==> src/rtl/lockin_pkg.sv <==
// lockin_pkg: shared state type and width helper for the lock-in MAC.
// Imported by the interface, the multiplier pipe and the top.
package lockin_pkg;

  typedef enum logic {
    IDLE = 1'b0,
    ACC  = 1'b1
  } state_t;

  // Accumulator width: full product plus headroom for 2^log2n terms.
  function automatic int calc_acc_w(
    input int q1,
    input int q2,
    input int log2n
  );
    return q1 + q2 + log2n;
  endfunction

endpackage

==> src/rtl/lockin_mac_iq_if.sv <==
// lockin_mac_iq_if: sample stream in (x, ref_i, ref_q, in_valid),
// block results out (y_i, y_q, out_valid). slave = the MAC side.
interface lockin_mac_iq_if
  import lockin_pkg::*;
#(
  parameter int Q1        = 14,
  parameter int Q2        = 16,
  parameter int LOG2_NMAX = 4
);

  localparam int ACC_W = calc_acc_w(Q1, Q2, LOG2_NMAX);

  logic [Q1-1:0]    x;
  logic [Q2-1:0]    ref_i;
  logic [Q2-1:0]    ref_q;
  logic             in_valid;
  logic [ACC_W-1:0] y_i;
  logic [ACC_W-1:0] y_q;
  logic             out_valid;

  modport master (
    output x, ref_i, ref_q, in_valid,
    input  y_i, y_q, out_valid
  );

  modport slave (
    input  x, ref_i, ref_q, in_valid,
    output y_i, y_q, out_valid
  );

endinterface

==> src/rtl/lockin_mac_iq_mult_pipe.sv <==
// mult_pipe: 2-stage registered multiplier (operand regs, product regs).
// Ports: clk, reset_n, flush (drop stage-2 valid), in_valid/a/b, out_valid/p.
module mult_pipe #(
  parameter int Q1     = 14,
  parameter int Q2     = 16,
  parameter int SIGNED = 1,
  localparam int PW    = Q1 + Q2
) (
  input  logic          clk,
  input  logic          reset_n,
  input  logic          flush,
  input  logic          in_valid,
  input  logic [Q1-1:0] a,
  input  logic [Q2-1:0] b,
  output logic          out_valid,
  output logic [PW-1:0] p
);

  logic [Q1-1:0] a_r;
  logic [Q2-1:0] b_r;
  logic          v1;
  logic [PW-1:0] p_r;
  logic          v2;

  logic          sa;
  logic          sb;
  logic [PW-1:0] ax;
  logic [PW-1:0] bx;
  logic [PW-1:0] prod;

  // Extending both operands to PW bits makes the low PW bits of a
  // plain multiply equal to the signed (or unsigned) product.
  assign sa   = (SIGNED != 0) && a_r[Q1-1];
  assign sb   = (SIGNED != 0) && b_r[Q2-1];
  assign ax   = {{Q2{sa}}, a_r};
  assign bx   = {{Q1{sb}}, b_r};
  assign prod = ax * bx;

  always_ff @(posedge clk or negedge reset_n) begin
    if (!reset_n) begin
      a_r <= '0;
      b_r <= '0;
      v1  <= 1'b0;
      p_r <= '0;
      v2  <= 1'b0;
    end else begin
      v1 <= in_valid;
      if (in_valid) begin
        a_r <= a;
        b_r <= b;
      end
      v2 <= v1 && !flush;
      if (v1) begin
        p_r <= prod;
      end
    end
  end

  assign out_valid = v2;
  assign p         = p_r;

endmodule

==> src/rtl/lockin_mac_iq.sv <==
// lockin_mac_iq: I/Q lock-in multiply-accumulate over blocks of n samples.
// Ports: clk, reset_n, start/n_acc/continuous control, busy, bus (slave).
module lockin_mac_iq
  import lockin_pkg::*;
#(
  parameter int Q1        = 14,
  parameter int Q2        = 16,
  parameter int LOG2_NMAX = 4,
  parameter int SIGNED    = 1
) (
  input  logic               clk,
  input  logic               reset_n,
  input  logic               start,
  input  logic [LOG2_NMAX:0] n_acc,
  input  logic               continuous,
  output logic               busy,
  lockin_mac_iq_if.slave     bus
);

  localparam int ACC_W = calc_acc_w(Q1, Q2, LOG2_NMAX);
  localparam int PW    = Q1 + Q2;
  localparam int XW    = ACC_W - PW;
  localparam int CW    = LOG2_NMAX + 1;
  localparam logic [CW-1:0] NMAX =
    {1'b1, {LOG2_NMAX{1'b0}}};

  state_t state_q;
  state_t state_d;

  logic [CW-1:0]    n_lat;
  logic             cont_lat;
  logic [CW-1:0]    cnt;
  logic [ACC_W-1:0] acc_i;
  logic [ACC_W-1:0] acc_q;
  logic [ACC_W-1:0] y_i_r;
  logic [ACC_W-1:0] y_q_r;
  logic             ov_r;

  logic [PW-1:0]    p_i;
  logic [PW-1:0]    p_q;
  logic             pv_i;
  logic             pv_q;
  logic [ACC_W-1:0] ext_i;
  logic [ACC_W-1:0] ext_q;
  logic             sx_i;
  logic             sx_q;

  logic             n_nz;
  logic [CW-1:0]    n_clamp;
  logic [CW-1:0]    cnt_inc;
  logic             acc_en;
  logic             dump;
  logic             stop;
  logic             flush;
  logic             cap;

  assign n_nz    = |n_acc;
  assign n_clamp = (n_acc > NMAX) ? NMAX : n_acc;
  assign cnt_inc = cnt + CW'(1);

  assign acc_en = (state_q == ACC) && pv_i && pv_q;
  assign dump   = acc_en && (cnt_inc == n_lat);
  assign stop   = dump && !cont_lat;

  // A restart or a one-shot dump drops whatever is still in flight;
  // a start-cycle sample is kept as the first of the new block.
  assign flush = start || stop;
  assign cap   = bus.in_valid &&
                 (start ? n_nz
                        : ((state_q == ACC) && !stop));

  mult_pipe #(
    .Q1     (Q1),
    .Q2     (Q2),
    .SIGNED (SIGNED)
  ) u_mul_i (
    .clk       (clk),
    .reset_n   (reset_n),
    .flush     (flush),
    .in_valid  (cap),
    .a         (bus.x),
    .b         (bus.ref_i),
    .out_valid (pv_i),
    .p         (p_i)
  );

  mult_pipe #(
    .Q1     (Q1),
    .Q2     (Q2),
    .SIGNED (SIGNED)
  ) u_mul_q (
    .clk       (clk),
    .reset_n   (reset_n),
    .flush     (flush),
    .in_valid  (cap),
    .a         (bus.x),
    .b         (bus.ref_q),
    .out_valid (pv_q),
    .p         (p_q)
  );

  assign sx_i  = (SIGNED != 0) && p_i[PW-1];
  assign sx_q  = (SIGNED != 0) && p_q[PW-1];
  assign ext_i = {{XW{sx_i}}, p_i};
  assign ext_q = {{XW{sx_q}}, p_q};

  always_ff @(posedge clk or negedge reset_n) begin
    if (!reset_n) begin
      state_q <= IDLE;
    end else begin
      state_q <= state_d;
    end
  end

  always_comb begin
    state_d = state_q;
    if (start) begin
      state_d = n_nz ? ACC : IDLE;
    end else if (stop) begin
      state_d = IDLE;
    end
  end

  always_ff @(posedge clk or negedge reset_n) begin
    if (!reset_n) begin
      n_lat    <= '0;
      cont_lat <= 1'b0;
      cnt      <= '0;
      acc_i    <= '0;
      acc_q    <= '0;
      y_i_r    <= '0;
      y_q_r    <= '0;
      ov_r     <= 1'b0;
    end else begin
      ov_r <= dump;
      if (dump) begin
        y_i_r <= acc_i + ext_i;
        y_q_r <= acc_q + ext_q;
      end
      if (start || dump) begin
        acc_i <= '0;
        acc_q <= '0;
        cnt   <= '0;
      end else if (acc_en) begin
        acc_i <= acc_i + ext_i;
        acc_q <= acc_q + ext_q;
        cnt   <= cnt_inc;
      end
      if (start) begin
        n_lat    <= n_clamp;
        cont_lat <= continuous;
      end
    end
  end

  assign busy          = (state_q != IDLE);
  assign bus.y_i       = y_i_r;
  assign bus.y_q       = y_q_r;
  assign bus.out_valid = ov_r;

endmodule
==> src/flat_wrapper.sv <==
// flat-port wrapper written by rule: the top's interface ports become plain ports
module lockin_mac_iq_flat import lockin_pkg::*;
#(
  parameter int Q1        = 14,
  parameter int Q2        = 16,
  parameter int LOG2_NMAX = 4,
  parameter int SIGNED    = 1
)
  (clk, reset_n, start, n_acc, continuous, busy, bus_x, bus_ref_i, bus_ref_q, bus_in_valid, bus_y_i, bus_y_q, bus_out_valid);
  lockin_mac_iq_if #(.Q1(Q1), .Q2(Q2), .LOG2_NMAX(LOG2_NMAX)) bus_i ();
  input  logic clk;
  input  logic reset_n;
  input  logic start;
  input  logic [LOG2_NMAX:0] n_acc;
  input  logic continuous;
  output logic busy;
  input wire logic [$bits(bus_i.x)-1:0] bus_x;
  input wire logic [$bits(bus_i.ref_i)-1:0] bus_ref_i;
  input wire logic [$bits(bus_i.ref_q)-1:0] bus_ref_q;
  input wire logic [$bits(bus_i.in_valid)-1:0] bus_in_valid;
  output wire logic [$bits(bus_i.y_i)-1:0] bus_y_i;
  output wire logic [$bits(bus_i.y_q)-1:0] bus_y_q;
  output wire logic [$bits(bus_i.out_valid)-1:0] bus_out_valid;
  assign bus_i.x = bus_x;
  assign bus_i.ref_i = bus_ref_i;
  assign bus_i.ref_q = bus_ref_q;
  assign bus_i.in_valid = bus_in_valid;
  assign bus_y_i = bus_i.y_i;
  assign bus_y_q = bus_i.y_q;
  assign bus_out_valid = bus_i.out_valid;
  lockin_mac_iq #(.Q1(Q1), .Q2(Q2), .LOG2_NMAX(LOG2_NMAX), .SIGNED(SIGNED)) u_core (.clk(clk), .reset_n(reset_n), .start(start), .n_acc(n_acc), .continuous(continuous), .busy(busy), .bus(bus_i));
endmodule
==> config.mk <==
export PLATFORM = sky130hd
export DESIGN_NAME = lockin_mac_iq_flat
export DESIGN_NICKNAME = d
export VERILOG_FILES = /design/src/rtl/lockin_pkg.sv /design/src/rtl/lockin_mac_iq_if.sv /design/src/rtl/lockin_mac_iq_mult_pipe.sv /design/src/rtl/lockin_mac_iq.sv /design/src/flat_wrapper.sv
export SDC_FILE = /design/constraint.sdc
export NUM_CORES = 2
export LEC_CHECK = 0
export CAP_MARGIN = 20
export CORE_ASPECT_RATIO = 1.75
export CORE_UTILIZATION = 35
export DETAILED_ROUTE_END_ITERATION = 8
export PLACE_DENSITY = 0.6
export SLEW_MARGIN = 20
export SYNTH_ARGS = -nofsm -noshare
export SYNTH_HDL_FRONTEND = slang
export SYNTH_SLANG_ARGS = --single-unit
==> constraint.sdc <==
create_clock -name clk -period 6.9 [get_ports clk]
set_input_delay 1.38 -clock clk [delete_from_list [all_inputs] [get_ports clk]]
set_output_delay 1.38 -clock clk [all_outputs]
set_load 0.01 [all_outputs]
# [Word-level counts from Yosys, hierarchy flattened]
# Cells that the tools add are included.
# W data, S select, Z words.
[op_classes] n_addsub=3 multipliers=2 magnitude_cmp=1 eq_ne=1 n_mux=11 reduce_logical=15
[op_table] operator="$mux W34" n=4
[op_table] operator="$add A34 B34 Y34" n=2
[op_table] operator="$mul A14 B16 Y30" n=2
[op_table] operator="$mux W5" n=3
[op_table] operator="$logic_and A1 B1 Y1" n=7
[op_table] operator="$add A5 B1 Y5 const B" n=1
[op_table] operator="$eq A5 B5 Y1" n=1
[op_table] operator="$gt A5 B5 Y1 const B" n=1
[op_table] operator="$reduce_or A5 Y1" n=1
[op_table] operator="$mux W1" n=4
[op_table] operator="$reduce_bool A2 Y1" n=2
[op_table] operator="$logic_not A1 Y1" n=3
[op_table] operator="$logic_or A1 B1 Y1" n=2
[totals] regBits=257 input_bits=56 out_inout_bits=70 wordCells=49

# [Logic depth before layout (Yosys ltp)]
[logic_depth] depth_word=8 mapped_depth=25 mapped_depth_nobuf=24

# [Modules after synthesis]
# A second synthesis with hierarchy kept.
[unflattened] cells_unflattened=3092 area_unflattened_um2=30749.5
[by_module_without_submodules] mod="mult_pipe (u_core.u_mul_q)" instances=1 cells_each=1088 area_each_um2=10792.9 seq_area_each_um2=1551.5
[by_module_without_submodules] mod="mult_pipe (u_core.u_mul_i)" instances=1 cells_each=1082 area_each_um2=10767.8 seq_area_each_um2=1551.5
[by_module_without_submodules] mod="lockin_mac_iq" instances=1 cells_each=922 area_each_um2=9188.8 seq_area_each_um2=3728.6

# [Worst setup path after synthesis]
# Ideal clock, no wire load.
[synth_timing] path_kind="reg2reg" startpoint="reg u_core.u_mul_q.b_r[15]" endpoint="reg u_core.u_mul_q.p_r[29] (netlist: u_core.u_mul_q.p[29])" setup_time_ns=0.136 arrival_ns=6.100 required_time_ns=6.764 path_slack_ns=0.665 path_stages_with_launch=23 path_buffers=1 period_less_slack_ns=6.235 path_cell_list="dfrtp_1 -> clkbuf_1 -> nand2_1 -> fa_1 -> inv_1 -> fa_1 -> fa_1 -> fa_1 -> fa_1 -> inv_1 -> fa_1 -> inv_1 -> ha_1 -> a21o_1 -> a21o_1 -> a21o_1 -> a21o_1 -> a211o_1 -> a21oi_1 -> nor3_1 -> or4_1 -> xnor2_1 -> a21oi_1"
[synth_via] elab_chain_cells=1
[synth_lines] element="from (decl)" line_no="lockin_mac_iq_mult_pipe.sv:20" text="logic [Q2-1:0] b_r;"
[synth_lines] element="from (signal assigned)" line_no="lockin_mac_iq_mult_pipe.sv:42" text="b_r <= '0;"
[synth_lines] element="from (signal assigned)" line_no="lockin_mac_iq_mult_pipe.sv:50" text="b_r <= b;"
[synth_lines] element="$mul A14 B16 Y30" line_no="lockin_mac_iq_mult_pipe.sv:37" text="assign prod = ax * bx;"
[synth_lines] element="to (signal assigned)" line_no="lockin_mac_iq_mult_pipe.sv:54" text="p_r <= prod;"
[synth_lines] element="to (decl)" line_no="lockin_mac_iq_mult_pipe.sv:22" text="logic [PW-1:0] p_r;"
# Every way passes these cells.
# A chain may end at the register's enable or synchronous reset.

==> results.yml <==
final_layout:
  drive_gt1_share_pct: 8.657
  finish.utilization_pct: 39.52
  fin_cells: 4261
  layout.nets: 3873
  nFillCells: 8375
  area_delta_synth_final_pct: 12.02
critical_path:
  reg2reg_slack_ns: 0.28
  r2r_cells: 20
  cp-end-kind: "register"
  crit_path_cell_trace: "buf_4 > and2_1 > fa_1 > fa_1 > fa_1 > fa_1 > fa_1 > inv_1 > fa_1 > inv_1 > ha_1 > a21o_1 > a21o_1 > a21o_1 > a211o_1 > a21oi_1 > nor3_1 > or4_1 > xnor2_1 > a21oi_1"
  cp_max_fo: 14
  crit_buf_inv: 3
  cp.arrival_ns: 7.06
  cp_data_required_time_ns: 7.33
  crit_family: "adder cells"
  slowest_delay_ns: 0.81
  crit_path_top_delay_cell: "dfrtp_1"
  r2r_start: "u_core.u_mul_i.a_r[12]"
  crit_top_cell: "fa_1"
  r2r_end: "u_core.u_mul_q.p[29]"
  critPathLaunchType: "register"
  critPathKind: "register to register"
detailed_routing:
  wl_per_cell_um: 17.62
  routed_wl_um: 75070
  first_iter_violations: 916
  viasPerCell: 4.939
  ant_nets: 0
  drc: 0
  dr.pass1.iters: 5
  vias: 21045
synthesis:
  synth-compound-area-share_pct: 9.042
  synth-seq-cells: 257
  synthAdderAreaFrac_pct: 38.40
  syn_inst: 3078
  ys_async_sr_fraction_pct: 100.0
  synth.avg_cell_area_um2: 9.666
  synth_xor_area_share_pct: 3.945
  synth_seq_area_share_pct: 21.62
  syn-cell-area_um2: 29750
  synth_edf_count: 0
  yosysMostFrequentCell: "inv_1"
  ys.warnings.count: 0
  synth-simple-area-share_pct: 13.81
  synthDominantCellAreaShare_pct: 29.61
  synth_area_leaders: "fa_1 (30%), dfrtp_1 (22%), ha_1 (8.8%)"
  synth_top_family_by_area: "adder cells"
  synth_ff_type: "dfrtp_1"
  syn-num-nets: 3783
  synthMuxAreaShare_pct: 5.139
  synth.distinct_cells: 71
  synth_commonest_cells: "inv_1 (506), fa_1 (440), nand2_1 (339)"
  yosys.area.top_type: "fa_1"
outcome:
  outcome: "finished, final reports clean"
timing:
  post-route-period-util_pct: 96.01
  tightest_slew_ns: 0.9829
  rsz0062_at_grt: "false"
  max-slew-margin-rel_pct: 34.23
  fmax_mhz: 151.0
  post-route-min-period_ns: 6.625
  setup_viol: 0
  hold_viol_final: 0
  finalSetupTns_ns: 0
  slew_viol_final: 0
  skew_ns: 0.02402
  worst_slack_ns: 0.2753
floorplanning:
  die-width_um: 222.4
  die_area_um2: 86220
  ios: 126
  die_h_um: 387.7
  core_area_um2: 84330
  placementRows: 141
  start_util_pct: 35.28
cts:
  clk_latency_ns: 0.59
  cts_root_buf: "clkbuf_16"
  numCtsBuffers: 27
  cts_buffer_depth: 3
  htree_num_levels: 1
  cts_tree: "done"
  cts.sinks: 257
  cts_setup_buffers: 0
  cts-hold-fix-buffers: 0
  clk_pin_slew_ns: 0.06
place:
  place_ws_ns: 0.1663
  port_buffers: 125
  gp_congestion: 0.8692
  dp_cells: 4211
  hpwl_um: 60910
grt:
  busiest_layer: "met2"
  grt_max_degree: 141
  use_met2_pct: 33.70
  grt_overflow: 0
  grt_pass1_vias: 22934
  antenna_found_initial: 4
  use_met3_pct: 2.068
  grt_pass1_wl_um: 122300
  grt_use_total_pct: 17.89
  gr-usage-met1_pct: 20.26
min_path:
  whs_path_depth: 2
  hold_end: "u_core.bus.y_q[20]"
  hold_start: "u_core.bus.y_q[20]"
  hold_path_class: "register to register"
run:
  drv_cap: 0
==> tightest hold or removal path: stages, from the launching register on <==
cell and delay [ns]:
dfrtp_1 0.34, nand2_1 0.05, o21ai_0 0.06
==> per-layer routing <==
metal	part of all wire (%)	wire [µm]
met1	39	29100
met2	53	40020
met3	3.7	2790
met4	4.1	3098
met5	0.071	53
==> cells by family after synthesis <==
group                      Yosys count
and+or+nand+nor                    839
adders and majority gates          649
xor gates and xnor gates           134
buffers and inverters              636
muxes                              136
AOI/OAI and AO/OA                  427
DFF                                257
==> final cells by class <==
type	count	area, µm²	area share, %
tap	1072	1341	4.025
sequential	257	6441	19.33
clock buffer	34	711.9	2.136
clock inverter	15	178.9	0.5369
inverter	509	1911	5.733
multi-input combinational	2185	20950	62.86
timing repair buffer	188	1792	5.376
antenna	1	2.502	0.007509
==> state kept, by name, indices dropped and copies added, names as in the netlist <==
name	flops
u_core.acc_i	34
u_core.acc_q	34
u_core.bus.y_i	34
u_core.bus.y_q	34
u_core.u_mul_i.p	30
u_core.u_mul_q.p	30
u_core.u_mul_i.b_r	16
u_core.u_mul_q.b_r	16
u_core.u_mul_i.a_r	14
u_core.cnt	5
u_core.n_lat	5
u_core.bus.out_valid	1
u_core.busy	1
u_core.cont_lat	1
u_core.u_mul_i.out_valid	1
u_core.u_mul_i.v1	1
==> cell usage in the layout, fill, tap and decap left out, types with 5 or more instances in the layout <==
master	instances
a21o_1	67
a22o_1	14
o21bai_1	9
or3_1	8
buf_4	58
xnor2_1	96
clkdlybuf4s50_1	124
nor2_1	107
a31o_2	6
dfrtp_2	8
a21oi_1	139
nor3_1	23
nand3_1	32
nand4_1	8
fa_1	440
o31ai_1	7
and2_1	242
and3_1	13
nand2b_1	26
clkbuf_1	6
buf_12	5
xor2_1	38
ha_1	209
a211o_1	5
inv_1	506
a211oi_1	13
mux2_2	134
o211ai_1	10
nor2b_1	13
clkbuf_16	27
nand2_1	338
dfrtp_1	249
o21ai_0	90
o21a_1	14
a31oi_1	14
clkinv_2	5
==> per-stage QoR <==
step / cell area, µm² / hold WS, ns
6_report: 33330 / 0.4779
3_3_place_gp: 32420 / 0.4624
2_1_floorplan: 29750 / 0.4530
4_1_cts: 33310 / 0.4878
3_5_place_dp: 32420 / 0.4722
5_1_grt: 33320 / 0.5139
==> timing repair <==
action / in CTS / in global routing
resized for setup: 0 / 8
hold endpoints to repair: 0 / 0
setup endpoints to repair: 0 / 5
==> how the worst max path moves through the flow <==
stage                                 from  slack (ns)                   end  depth (start not counted)
floorplan           u_core.u_mul_q.b_r[15]        0.66  u_core.u_mul_q.p[29]                         22
detailed placement   u_core.u_mul_i.a_r[5]        0.17  u_core.u_mul_q.p[29]                         22
global placement     u_core.u_mul_i.a_r[3]        0.26  u_core.u_mul_i.p[28]                         24
global route         u_core.u_mul_q.b_r[8]       0.008  u_core.u_mul_q.p[29]                         22
finish              u_core.u_mul_i.a_r[12]        0.28  u_core.u_mul_q.p[29]                         20
CTS                  u_core.u_mul_i.a_r[5]        0.17  u_core.u_mul_q.p[29]                         22
Power is not shown: default switching activity piles up to over one toggle a cycle in this logic, so the estimate is an artifact.
